`config.mk`:
```
export PLATFORM = sky130hd
export DESIGN_NAME = oam_dma
export DESIGN_NICKNAME = d
export VERILOG_FILES = /design/src/rtl/gb_dma_pkg.sv /design/src/rtl/dma_ret_pipe.sv /design/src/rtl/oam_dma.sv
export SDC_FILE = /design/constraint.sdc
export NUM_CORES = 1
export LEC_CHECK = 0
export BUFFER_PORTS_ARGS = -buffer_cell sky130_fd_sc_hd__buf_4
export CAP_MARGIN = 10
export CELL_PAD_IN_SITES_DETAIL_PLACEMENT = 0
export CELL_PAD_IN_SITES_GLOBAL_PLACEMENT = 1
export CORE_MARGIN = 5
export CORE_UTILIZATION = 30
export DETAILED_ROUTE_END_ITERATION = 8
export PLACE_DENSITY = 0.8
export SLEW_MARGIN = 20
export SYNTH_ARGS = -nofsm -noshare
export SYNTH_HDL_FRONTEND = slang
export SYNTH_HIERARCHICAL = 1
export SYNTH_SLANG_ARGS = --single-unit
```
`constraint.sdc`:
```
create_clock -name clock -period 1.6 [get_ports clock]
set_input_delay 0.16 -clock clock [delete_from_list [all_inputs] [get_ports clock]]
set_output_delay 0.16 -clock clock [all_outputs]
set_load 0.005 [all_outputs]
```
`src/rtl/gb_dma_pkg.sv`:
```
// Shared definitions for the OAM DMA bus master.
//   OAM_BASE   : first OAM address written by a transfer
//   OAM_LEN    : bytes copied per transfer
//   DMA_REG    : CPU-visible DMA source/start register
//   HRAM_START : first HRAM address (CPU-reachable during a transfer when blocking is enabled)
package gb_dma_pkg;

  localparam logic [15:0] OAM_BASE   = 16'hFE00;
  localparam int unsigned OAM_LEN    = 160;
  localparam logic [15:0] DMA_REG    = 16'hFF46;
  localparam logic [15:0] HRAM_START = 16'hFF80;

  typedef enum logic [1:0] {StIdle, StRead, StWait, StWrite} dma_state_e;

  // Origin of the data a CPU load will see on c_outdata.
  typedef enum logic [1:0] {TagNone, TagBus, TagReg, TagBlocked} ret_tag_e;

  // HRAM FF80..FFFE; FFFF (IE) is not HRAM.
  function automatic logic is_hram(input logic [15:0] addr);
    return (addr >= HRAM_START) && (addr != 16'hFFFF);
  endfunction

endpackage

```
`src/rtl/dma_ret_pipe.sv`:
```
// Return-tag delay line: tags each CPU load so the read data returned Depth cycles later
// can be routed from the bus, the DMA register, or replaced by 0xFF.
//   clock, resetn : clock, asynchronous active-low reset (all stages clear to TagNone)
//   tag_i         : tag of the load issued this cycle
//   tag_o         : tag of the load issued Depth cycles ago
module dma_ret_pipe
  import gb_dma_pkg::*;
#(
  parameter int unsigned Depth = 2
) (
  input  logic     clock,
  input  logic     resetn,
  input  ret_tag_e tag_i,
  output ret_tag_e tag_o
);

  ret_tag_e pipe_q [Depth];

  always_ff @(posedge clock or negedge resetn) begin
    if (!resetn) begin
      for (int i = 0; i < Depth; i++) pipe_q[i] <= TagNone;
    end else begin
      pipe_q[0] <= tag_i;
      for (int i = 1; i < Depth; i++) pipe_q[i] <= pipe_q[i-1];
    end
  end

  assign tag_o = pipe_q[Depth-1];

endmodule

```
`src/rtl/oam_dma.sv`:
```
// OAM DMA bus master. The CPU bus passes through to the decoder bus (m_*); a CPU store to
// 0xFF46 copies 160 bytes from {src,8'h00} to OAM at 0xFE00, one byte per READ_LATENCY+1
// cycles (READ, READ_LATENCY-1 WAIT cycles, WRITE).
// Optional macro: DMA_CPU_BLOCK_EN -- while active, CPU accesses below HRAM are dropped in
// every state; HRAM and 0xFF46 stay reachable in WAIT cycles.
//   clock, resetn   : clock, asynchronous active-low reset
//   c_address/c_indata/c_load/c_store : CPU bus request
//   c_outdata       : CPU read data, READ_LATENCY cycles after c_load
//   m_address/m_indata/m_load/m_store : bus to the memory-map decoders
//   m_outdata       : OR-combined decoder read data, READ_LATENCY cycles after m_load
//   active          : transfer in progress
module oam_dma
  import gb_dma_pkg::*;
#(
  parameter int unsigned READ_LATENCY = 2
) (
  input  logic        clock,
  input  logic        resetn,
  input  logic [15:0] c_address,
  input  logic [7:0]  c_indata,
  output logic [7:0]  c_outdata,
  input  logic        c_load,
  input  logic        c_store,
  output logic [15:0] m_address,
  output logic [7:0]  m_indata,
  input  logic [7:0]  m_outdata,
  output logic        m_load,
  output logic        m_store,
  output logic        active
);

  localparam logic [7:0] LastIdx  = 8'(OAM_LEN - 1);
  localparam logic [1:0] WaitLast = (READ_LATENCY > 1) ? 2'(READ_LATENCY - 2) : 2'd0;

  dma_state_e state_q, state_d;
  logic [7:0] src_q, src_d;
  logic [7:0] idx_q, idx_d;
  logic [1:0] wait_q, wait_d;

  logic     reg_hit, reg_store, dma_owned, cpu_ok;
  ret_tag_e tag_in, tag_out;

  assign reg_hit   = (c_address == DMA_REG);
  assign reg_store = c_store & reg_hit;
  assign dma_owned = (state_q == StRead) || (state_q == StWrite);
  assign active    = (state_q != StIdle);

  // cpu_ok: a non-register CPU access may reach the decoder bus this cycle.
`ifdef DMA_CPU_BLOCK_EN
  assign cpu_ok = !dma_owned && (!active || is_hram(c_address));
`else
  assign cpu_ok = !dma_owned;
`endif

  always_comb begin
    state_d = state_q;
    src_d   = src_q;
    idx_d   = idx_q;
    wait_d  = wait_q;
    case (state_q)
      StRead: begin
        wait_d  = '0;
        state_d = (READ_LATENCY > 1) ? StWait : StWrite;
      end
      StWait: begin
        if (wait_q == WaitLast) state_d = StWrite;
        else                    wait_d  = wait_q + 2'd1;
      end
      StWrite: begin
        if (idx_q == LastIdx) begin
          idx_d   = '0;
          state_d = StIdle;
        end else begin
          idx_d   = idx_q + 8'd1;
          state_d = StRead;
        end
      end
      default: ;
    endcase
    // The register is internal, so a store to it is honoured in every state and restarts
    // the copy; any byte in flight is abandoned before its WRITE.
    if (reg_store) begin
      src_d   = c_indata;
      idx_d   = '0;
      state_d = StRead;
    end
  end

  always_ff @(posedge clock or negedge resetn) begin
    if (!resetn) begin
      state_q <= StIdle;
      src_q   <= '0;
      idx_q   <= '0;
      wait_q  <= '0;
    end else begin
      state_q <= state_d;
      src_q   <= src_d;
      idx_q   <= idx_d;
      wait_q  <= wait_d;
    end
  end

  always_comb begin
    m_address = '0;
    m_indata  = '0;
    m_load    = 1'b0;
    m_store   = 1'b0;
    case (state_q)
      StRead: begin
        m_address = {src_q, idx_q};
        m_load    = 1'b1;
      end
      StWrite: begin
        m_address = OAM_BASE + {8'h00, idx_q};
        m_indata  = m_outdata;
        m_store   = 1'b1;
      end
      default: begin
        if ((c_load || c_store) && !reg_hit && cpu_ok) begin
          m_address = c_address;
          m_indata  = c_indata;
          m_load    = c_load;
          m_store   = c_store;
        end
      end
    endcase
  end

  always_comb begin
    tag_in = TagNone;
    if (c_load) begin
      if (reg_hit)     tag_in = TagReg;
      else if (cpu_ok) tag_in = TagBus;
      else             tag_in = TagBlocked;
    end
  end

  dma_ret_pipe #(
    .Depth (READ_LATENCY)
  ) u_ret_pipe (
    .clock  (clock),
    .resetn (resetn),
    .tag_i  (tag_in),
    .tag_o  (tag_out)
  );

  always_comb begin
    case (tag_out)
      TagBus:     c_outdata = m_outdata;
      TagReg:     c_outdata = src_q;
      TagBlocked: c_outdata = 8'hFF;
      default:    c_outdata = 8'h00;
    endcase
  end

endmodule

```
==> results.toml, run 1 <==
[yosys]
syn-num-nets = 212
synth_area_um2 = 1560
synth.avg_cell_area_um2 = 8.95
synth_warnings = 6
synth.distinct_cells = 39
yosys-mux-area-fraction_pct = 6.67
synth-compound-area-share_pct = 22.6
synth_top_family_by_area = "compound AO/OA/AOI/OAI gates"
ys_seq_area_share_pct = 38.6
synth_top_area_share_pct = 38.6
synth_xor_area_share_pct = 2.25
synth_top_area_cell = "dfrtp_1"
synth_fa_ha_area_share_pct = 1.61
yosys_register_bits = 24
synthSimpleGateAreaFrac_pct = 21.4
yosys-top-cells-area = "dfrtp_1 (39%), a22o_1 (11%), nor2_1 (6.0%)"
netlist_instances = 174

[setup_path]
cp.required_ns = 1.44
crit_chain = "buf_6, or4b_4, o41a_1, buf_6, a22o_1, buf_4"
crit_buf_inv = 3
start_kind = "input pin"
cp_slowest_stage_delay_ns = 0.53
r2r_slack_ns = 0.12
cp_common_cell = "buf_6"
critPathCaptureType = "output port"
crit_path_start = "c_address[4]"
arrival_ns = 1.71
critPathMaxFanout = 7
critical_path.top_delay_family = "compound AO/OA/AOI/OAI gates"
slowest_stage = "or4b_4"
r2r_start = "state_q[0]"
critPathKind = "input pin to output port"

[grt]
grt_max_degree = 25
gr-usage-all-layers_pct = 15.8
grt_overflow = 0
antenna_found_initial = 0
grt_pass1_wl_um = 8140
grt_pass1_vias = 1686

[placed_design]
hpwl_um = 3950
pre_cts_ws_ns = -0.318
place_inst = 326
gp_congestion = 0.863
numPortBuffers = 70
placed_area_um2 = 2270

[power_and_ir_drop]
power_density_nw_per_um2 = 1340
switchingPower_mw = 1.24
peakVddDrop_mv = 0.744
pwr-share-seq_pct = 24.2
p_int_mw = 2.05
pwr-share-clk_pct = 12.5
swShare_pct = 37.7
p_total_mw = 3.30
comb_power_share_pct = 63.4
p_leak_nw = 1.26

[job]
cap_violations = 0

[floorplan]
rows = 26
io_pins = 71
core_area_um2 = 5070
dieWidth_um = 82.0
start_util_pct = 30.7
die_y_um = 82.0
die-area_um2 = 6730

[final_layout]
final_cell_area_um2 = 2460
instances_no_fill = 338
diodes = 0
fin_util_pct = 48.4
area_growth_syn_to_layout_pct = 57.8
final_nets = 307
drive_gt1_share_pct = 46.6

[timing]
period_needed_ns = 1.87
finalCritPeriodShare_pct = 117
worst_pin_slew_ns = 0.368
setup_ws_ns = -0.270
finClkSkew_ns = 0.00109
fin_tns_setup_ns = -5.84
fmax_mhz = 535
rsz0062_at_grt = "true"
slew_viol_final = 0
finalHoldViolCount = 0
hold_slack_ns = 0.136
max_slew_margin_pct = 75.1
finalSetupViolations = 31

[route]
wl_um = 5190
first_iter_violations = 86
wl_per_cell_um = 15.4
dr_total_vias = 1620
viasPerCell = 4.79
ant_nets = 0
dr.pass1.iters = 4
drc = 0

[hold_path]
min_from = "c_indata[1]"
worstHoldPathType = "input pin to register"

[clocking]
clock-root-buffer = "clkbuf_8"
cts_tree = "yes"
clock_sinks = 24
worstSkewPairLatency_ns = 0.26
cts.path.max_buffers = 2
clkSlewWorstSetupHoldPaths_ns = 0.08
cts_inserted_buffers = 3
cts_htree_levels = 1

[outcome]
violations = "setup timing"
status = "complete, but fails checks"
==> Yosys cell counts (all sizes together) <==
cell type,instances
xnor2,1
a32oi,1
or2,1
nand2,21
o21ai,9
a31oi,2
mux2,8
mux2i,1
nor4bb,1
and2b,1
nor2,25
or4b,1
clkbuf,7
nand4bb,1
o22ai,1
a21o,2
dfrtp,24
o21ba,1
nor2b,1
a21oi,12
o41a,1
a211o,1
and2,2
a22oi,1
inv,4
ha,2
a22o,19
nand4,6
and3,2
or3,1
xor2,3
nor4,1
nand3,3
buf,7
==> placed cells by master (no fill, tap or decap), types with 2 or more instances in the layout <==
cell type   n
a21o_1      2
a21oi_1    11
a22o_1     19
a31oi_1     2
and3_1      2
buf_4      89
buf_6      13
clkbuf_8    4
dfrtp_1    24
ha_1        2
inv_1       4
mux2_2      7
nand2_1    19
nand2_2     2
nand3_1     3
nand4_1     6
nor2_1     24
o21ai_0     9
xor2_1      3
==> repair_timing <==
item | in CTS | in global routing
setup endpoints to repair | 26 | 34
cloned | 1 | 0
endpoints found under the hold margin | 24 | 0
setup buffers | 2 | 4
pin swaps | 12 | 3
hold buffers | 1 | 0
gates resized for setup | 12 | 7
==> logic make-up (layout without fill, tap and decap cells) <==
| family | count (synthesis) | in the layout |
|---|---|---|
| buf+inv | 18 | 112 |
| mux | 9 | 9 |
| compound gates | 50 | 50 |
| xor+xnor | 4 | 4 |
| flops | 24 | 24 |
| fa+ha+maj | 2 | 2 |
| simple gates | 67 | 67 |
==> per-layer routing <==
metal	wire length (um)	vias up	part of all wire [%]	track usage (%)
met2	2590	44	50	26.8
met5	0	-	0	0
met1	2270	763	44	20.4
met3	281	2	5.4	3.29
li1	-	811	-	-
met4	48	0	0.92	3.99
==> worst reg2reg max path: cells and delay by family (launching register included) <==
kind | cells | cell delay (ns)
flip-flops | 1 | 0.41
buffers and inverters | 1 | 0.22
AND/OR/NAND/NOR | 2 | 0.60
AO/OA/AOI/OAI | 1 | 0.18
==> final cells by class <==
| cell class | count | area [um^2] |
|---|---|---|
| Inverter | 4 | 15.0 |
| Tap cell | 70 | 87.6 |
| Fill cell | 523 | 2620 |
| Timing Repair Buffer | 104 | 830 |
| Sequential cell | 24 | 601 |
| Multi-Input combinational cell | 132 | 868 |
| Clock buffer | 4 | 55.1 |
==> final timing paths <==
kind	end	depth (start not counted)
max	m_indata[6]	6
min	src_q[1]	2
max reg2reg	idx_q[7]	4
min reg2reg	u_ret_pipe/tag_o[0]	0
max in group asynchronous	idx_q[4]	2
min in group asynchronous	src_q[7]	2
==> power groups by stage <==
stage / Sequential (mW) / Combinational (mW) / Clock [mW]
2_1_floorplan: 0.829 / 0.916 / 0
3_3_place_gp: 0.802 / 1.94 / 0
3_5_place_dp: 0.809 / 1.95 / 0
4_1_cts: 0.797 / 2.08 / 0.428
5_1_grt: 0.810 / 2.29 / 0.452
6_report: 0.797 / 2.09 / 0.411
==> sequential cells by signal, summed over array words and instances (netlist names) <==
| signal | count |
|---|---|
| u_ret_pipe/tag_o | 2 |
| src_q | 8 |
| idx_q | 8 |
| wait_q | 2 |
| state_q | 2 |
| u_ret_pipe/pipe_q | 2 |
Note: power is estimated with default switching activity, not from simulation.
==> inputs of run 2 (changes only) <==
--- a/config.mk
+++ b/config.mk
@@ -9,6 +9,7 @@
 export CAP_MARGIN = 10
 export CELL_PAD_IN_SITES_DETAIL_PLACEMENT = 0
 export CELL_PAD_IN_SITES_GLOBAL_PLACEMENT = 1
+export CORE_ASPECT_RATIO = 0.6
 export CORE_MARGIN = 5
 export CORE_UTILIZATION = 30
 export DETAILED_ROUTE_END_ITERATION = 8
==> run 2 against run 1 <==
Net effect: the run still ends with setup timing left; critical path depth did not move; sequential share of layout area up 0.60 points; non-clock buffer count decreased by 12; clock power decreased by 11%; clock-buffer cell count shrank 1; total power down 1.5%; global-route usage decreased by 0.51 points; hold slack worse by 0.011 ns; largest power group unchanged.
==> results.toml, run 2 (same netlist as run 1, synthesis figures left out) <==
[outcome]
status = "complete, but fails checks"
violations = "setup timing"

[route]
wl_um = 4990
drc = 0
dr_wl_met3_um = 390
viasPerCell = 5.06
wl_met2_um = 2140
dr.pass1.iters = 4
dr_total_vias = 1623
wl_per_cell_um = 15.5
ant_nets = 0
first_iter_violations = 40
highest_layer = "met4"
wl_met1_um = 2430

[setup_path]
critPathKind = "input pin to output port"
start_kind = "input pin"
critPathMaxFanout = 8
critPathCaptureType = "output port"
arrival_ns = 1.70
cp.required_ns = 1.44

[clocking]
clock_sinks = 24
clkSlewWorstSetupHoldPaths_ns = 0.09
worstSkewPairLatency_ns = 0.27
clock-root-buffer = "clkbuf_8"
cts_inserted_buffers = 3
cts_tree = "yes"
cts_htree_levels = 1
cts.path.max_buffers = 2

[final_layout]
most-common-layout-cells = "buf_4 (81), nor2_1 (25), dfrtp_1 (24)"
diodes = 0
drive_gt1_share_pct = 48.2
final_nets = 295
fin_util_pct = 47.4
largestRegisters = "idx_q: 8 flops, src_q: 8 flops"
area_growth_syn_to_layout_pct = 54.0
final_common_cell = "buf_4"
fillCellCount = 492

[placed_design]
numPortBuffers = 70
hpwl_um = 3880
gp_congestion = 0.781

[floorplan]
start_util_pct = 30.8
core_area_um2 = 5050
die_y_um = 65.8
die-area_um2 = 6780
rows = 20
dieWidth_um = 103
io_pins = 71

[timing]
finClkSkew_ns = 0.00486
setup_ws_ns = -0.262
finalCritPeriodShare_pct = 116
hold_slack_ns = 0.126
fmax_mhz = 537
worst_pin_slew_ns = 0.325
max_slew_margin_pct = 78.4
period_needed_ns = 1.86
rsz0062_at_grt = "true"
finalHoldViolCount = 0
fin_tns_setup_ns = -5.48
slew_viol_final = 0
finalSetupViolations = 27

[grt]
antenna_found_initial = 0
grt_pass1_wl_um = 8090
gr-usage-all-layers_pct = 15.3
grt_pass1_vias = 1619
grt_overflow = 0
grt_max_degree = 25

[power_and_ir_drop]
p_leak_nw = 1.20
p_total_mw = 3.25
peakVddDrop_mv = 0.490
power_density_nw_per_um2 = 1360

[hold_path]
worstHoldPathType = "input pin to register"

[job]
cap_violations = 0
## run 2: cell types whose count changed in the layout (fill, tap and decap cells not counted), sizes merged
cell	before	now
buf	103	91
clkbuf	4	3
## run 2: through the flow
| step | instances | worst slack (ns) | cell area [um^2] |
|---|---|---|---|
| 5_1_grt | 321 | -0.328 | 2400 |
| 6_report | 321 | -0.262 | 2400 |
| 4_1_cts | 320 | -0.262 | 2340 |
| 3_5_place_dp | 314 | -0.303 | 2220 |
| 3_3_place_gp | 314 | -0.302 | 2220 |
| 2_1_floorplan | 174 | -0.0963 | 1560 |
## run 2: area by class of cell
type | instances | area (um^2) | share of cell area (%)
Inverter | 4 | 15.0 | 0.626
Timing Repair Buffer | 92 | 731 | 30.5
Tap cell | 66 | 82.6 | 3.44
Multi-Input combinational cell | 132 | 927 | 38.7
Clock buffer | 3 | 41.3 | 1.72
Sequential cell | 24 | 601 | 25.1
## run 2: path summary, 6_finish.rpt
path / start / end / slack, ns / depth (start not counted)
setup reg to reg: state_q[0] / idx_q[5] / 0.14 / 5
hold reg to reg: u_ret_pipe/pipe_q[2] / u_ret_pipe/tag_o[0] / 0.36 / 0
max in group asynchronous: resetn / src_q[4] / 1.03 / 2
hold / removal: c_indata[7] / src_q[7] / 0.13 / 2
setup / recovery: c_address[4] / m_address[3] / -0.26 / 6
min in group asynchronous: resetn / u_ret_pipe/tag_o[1] / 0.32 / 2
## run 2: what timing repair did
action | 4_1_cts | 5_1_grt
hold endpoints to repair | 24 | 0
setup endpoints to repair | 26 | 39
buffers inserted | 2 | 2
pin swaps | 6 | 3
hold buffers | 1 | 0
resized for setup | 17 | 17
## run 2: critical path, cell delays in order
cell and delay, ns:
buf_6 0.09, or4b_4 0.54, o41a_1 0.38, buf_4 0.20
a22o_1 0.19, buf_4 0.13
## run 2: report_power, final
part / leakage (nW) / switching [mW] / internal, mW
sequential: 0.316 / 0.0745 / 0.715
combinational: 0.861 / 1.00 / 1.09
clock: 0.0216 / 0.198 / 0.169
## run 2: routing by layer
metal  vias up  GRT usage [%]
met5         -              0
met1       779           22.3
met3         4           5.06
met4         0           2.10
met2        50           22.4
li1        790              -
==> inputs of run 3 (changes only) <==
--- a/config.mk
+++ b/config.mk
@@ -13,9 +13,8 @@
 export CORE_MARGIN = 5
 export CORE_UTILIZATION = 30
 export DETAILED_ROUTE_END_ITERATION = 8
-export PLACE_DENSITY = 0.8
+export PLACE_DENSITY = 0.81
 export SLEW_MARGIN = 20
 export SYNTH_ARGS = -nofsm -noshare
 export SYNTH_HDL_FRONTEND = slang
-export SYNTH_HIERARCHICAL = 1
 export SYNTH_SLANG_ARGS = --single-unit
==> run 3 against run 2 <==
Net effect: the flow still finishes with violations (setup timing); via count up 0.12%; non-clock buffer count up 1; register-to-register slack about the same; area after synthesis down 0.96%; critical endpoint is now m_indata[2]; highest routed layer unchanged.
==> results.toml, run 3 <==
[clocking]
worstSkewPairLatency_ns = 0.26
clock_sinks = 24
clkSlewWorstSetupHoldPaths_ns = 0.08
clock-root-buffer = "clkbuf_8"
cts_inserted_buffers = 3
cts_tree = "yes"
cts.path.max_buffers = 2
cts_htree_levels = 1

[floorplan]
dieWidth_um = 103
io_pins = 71
die-area_um2 = 6720
start_util_pct = 30.6
core_area_um2 = 5030
rows = 20
die_y_um = 65.5

[setup_path]
cp_slowest_stage_delay_ns = 0.53
critical_path.top_delay_family = "compound AO/OA/AOI/OAI gates"
critPathKind = "input pin to output port"
timing.rr.end = "idx_q[7]"
crit_buf_inv = 3
arrival_ns = 1.72
crit_chain = "buf_6, or4b_4, o41a_1, buf_12, a22o_1, buf_4"
reg2reg_depth = 5
r2r_slack_ns = 0.15
critPathCaptureType = "output port"
r2r_start = "idx_q[0]"
slowest_stage = "or4b_4"
cp.required_ns = 1.44
critPathMaxFanout = 16
start_kind = "input pin"

[yosys]
yosys-mux-area-fraction_pct = 6.74
syn-num-nets = 210
synth-main-ff-cell = "dfrtp_1"
synth.distinct_cells = 38
yosys-top-cells-area = "dfrtp_1 (39%), a22o_1 (11%), nor2_1 (6.1%)"
synth_warnings = 0
synth.avg_cell_area_um2 = 8.96
synth_xor_area_share_pct = 2.27
synthSimpleGateAreaFrac_pct = 21.6
synth_top_family_by_area = "compound AO/OA/AOI/OAI gates"
synth_top_area_share_pct = 39.0
ys_seq_area_share_pct = 39.0
synth-compound-area-share_pct = 22.8
synth_edf_count = 0
synth_area_um2 = 1540
yosys.cell_count.top_type = "nor2_1"
synth_commonest_cells = "nor2_1 (25), dfrtp_1 (24), nand2_1 (21)"
synthArstFlopShare_pct = 100
synth_top_area_cell = "dfrtp_1"
yosys_register_bits = 24
synth_fa_ha_area_share_pct = 1.62
netlist_instances = 172

[hold_path]
holdPathEnd = "src_q[0]"
worstHoldPathType = "input pin to register"
hold_depth = 2
min_from = "c_indata[0]"

[timing]
finalCritPeriodShare_pct = 117
worst_pin_slew_ns = 0.553
setup_ws_ns = -0.277
rsz0062_at_grt = "true"
slew_viol_final = 0
max_slew_margin_pct = 63.1
hold_slack_ns = 0.143
period_needed_ns = 1.88
finClkSkew_ns = 0.00597
fmax_mhz = 533
fin_tns_setup_ns = -5.86
finalHoldViolCount = 0
finalSetupViolations = 32

[grt]
grt_pass1_wl_um = 7720
antenna_found_initial = 0
grt_overflow = 0
gr-usage-all-layers_pct = 14.7
grt_pass1_vias = 1551
grt_max_degree = 25

[outcome]
status = "complete, but fails checks"
violations = "setup timing"

[route]
wl_um = 4840
viasPerCell = 5.05
first_iter_violations = 100
dr_total_vias = 1625
dr.pass1.iters = 4
ant_nets = 0
wl_per_cell_um = 15.0
drc = 0

[final_layout]
most-common-layout-cells = "buf_4 (82), nor2_1 (25), dfrtp_1 (24)"
final_nets = 296
drive_gt1_share_pct = 43.4
diodes = 0
final_cell_area_um2 = 2360
final_common_cell = "buf_4"
area_growth_syn_to_layout_pct = 52.9
largestRegisters = "idx_q: 8 flops, src_q: 8 flops"
fin_util_pct = 46.9

[power_and_ir_drop]
peakVddDrop_mv = 0.406
p_total_mw = 3.13
power_density_nw_per_um2 = 1330
p_leak_nw = 1.19

[placed_design]
numPortBuffers = 70
placed_area_um2 = 2240
gp_congestion = 0.822
hpwl_um = 3790

[job]
cap_violations = 0
run 3: final cells by class:
class,instances,area [um^2]
Clock buffer,3,41.3
Fill cell,487,2670
Inverter,4,15.0
Multi-Input combinational cell,132,862
Sequential cell,24,601
Tap cell,66,82.6
Timing Repair Buffer,93,756
run 3: how the worst max path moves through the flow:
| stage | slack, ns | end | depth (start not counted) | from |
|---|---|---|---|---|
| after floorplan | -0.1 | src_q[5] | 6 | c_address[4] |
| after global placement | -0.29 | m_indata[6] | 6 | c_address[4] |
| after detailed placement | -0.30 | m_indata[4] | 6 | c_address[4] |
| after CTS | -0.28 | m_indata[2] | 6 | c_address[4] |
| after global routing | -0.32 | m_indata[2] | 6 | c_address[4] |
| final | -0.28 | m_indata[2] | 6 | c_address[4] |
run 3: worst register-to-register path, delay by kind of cell (launching register included):
kind                     cells  cell delay [ns]
adder cells (fa/ha/maj)      1             0.25
AND/OR/NAND/NOR              2             0.31
AO/OA/AOI/OAI                2             0.44
flip-flops                   1             0.38
run 3: cells by family (layout without fill, tap and decap cells):
family	after synthesis	count (layout)
DFF	24	24
buffers and inverters	16	100
adders and majority gates	2	2
and+or+nand+nor	67	67
muxes	9	9
xor gates and xnor gates	4	4
AOI/OAI and AO/OA	50	50
run 3: stage by stage:
| stage | instances | setup WS [ns] |
|---|---|---|
| after global placement | 315 | -0.287 |
| after global routing | 322 | -0.319 |
| final | 322 | -0.277 |
| after CTS | 322 | -0.279 |
| after floorplan | 172 | -0.0963 |
| after detailed placement | 315 | -0.300 |
run 3: repair_timing:
item | in CTS | in global routing
setup endpoints to repair | 26 | 40
pin swaps | 1 | 2
hold buffers | 1 | 0
resized for setup | 5 | 7
endpoints found under the hold margin | 24 | 0
setup buffers | 3 | 0
run 3: metal layers:
| metal | wire, um | GRT usage (%) |
|---|---|---|
| met1 | 2420 | 21.5 |
| met5 | 0 | 0 |
| met3 | 472 | 4.77 |
| met2 | 1920 | 21.4 |
| met4 | 24 | 2.45 |
run 3: report_power, final:
group	switching, mW	total (mW)	internal (mW)
clock network	0.180	0.348	0.168
registers	0.104	0.818	0.715
logic	0.906	1.97	1.06
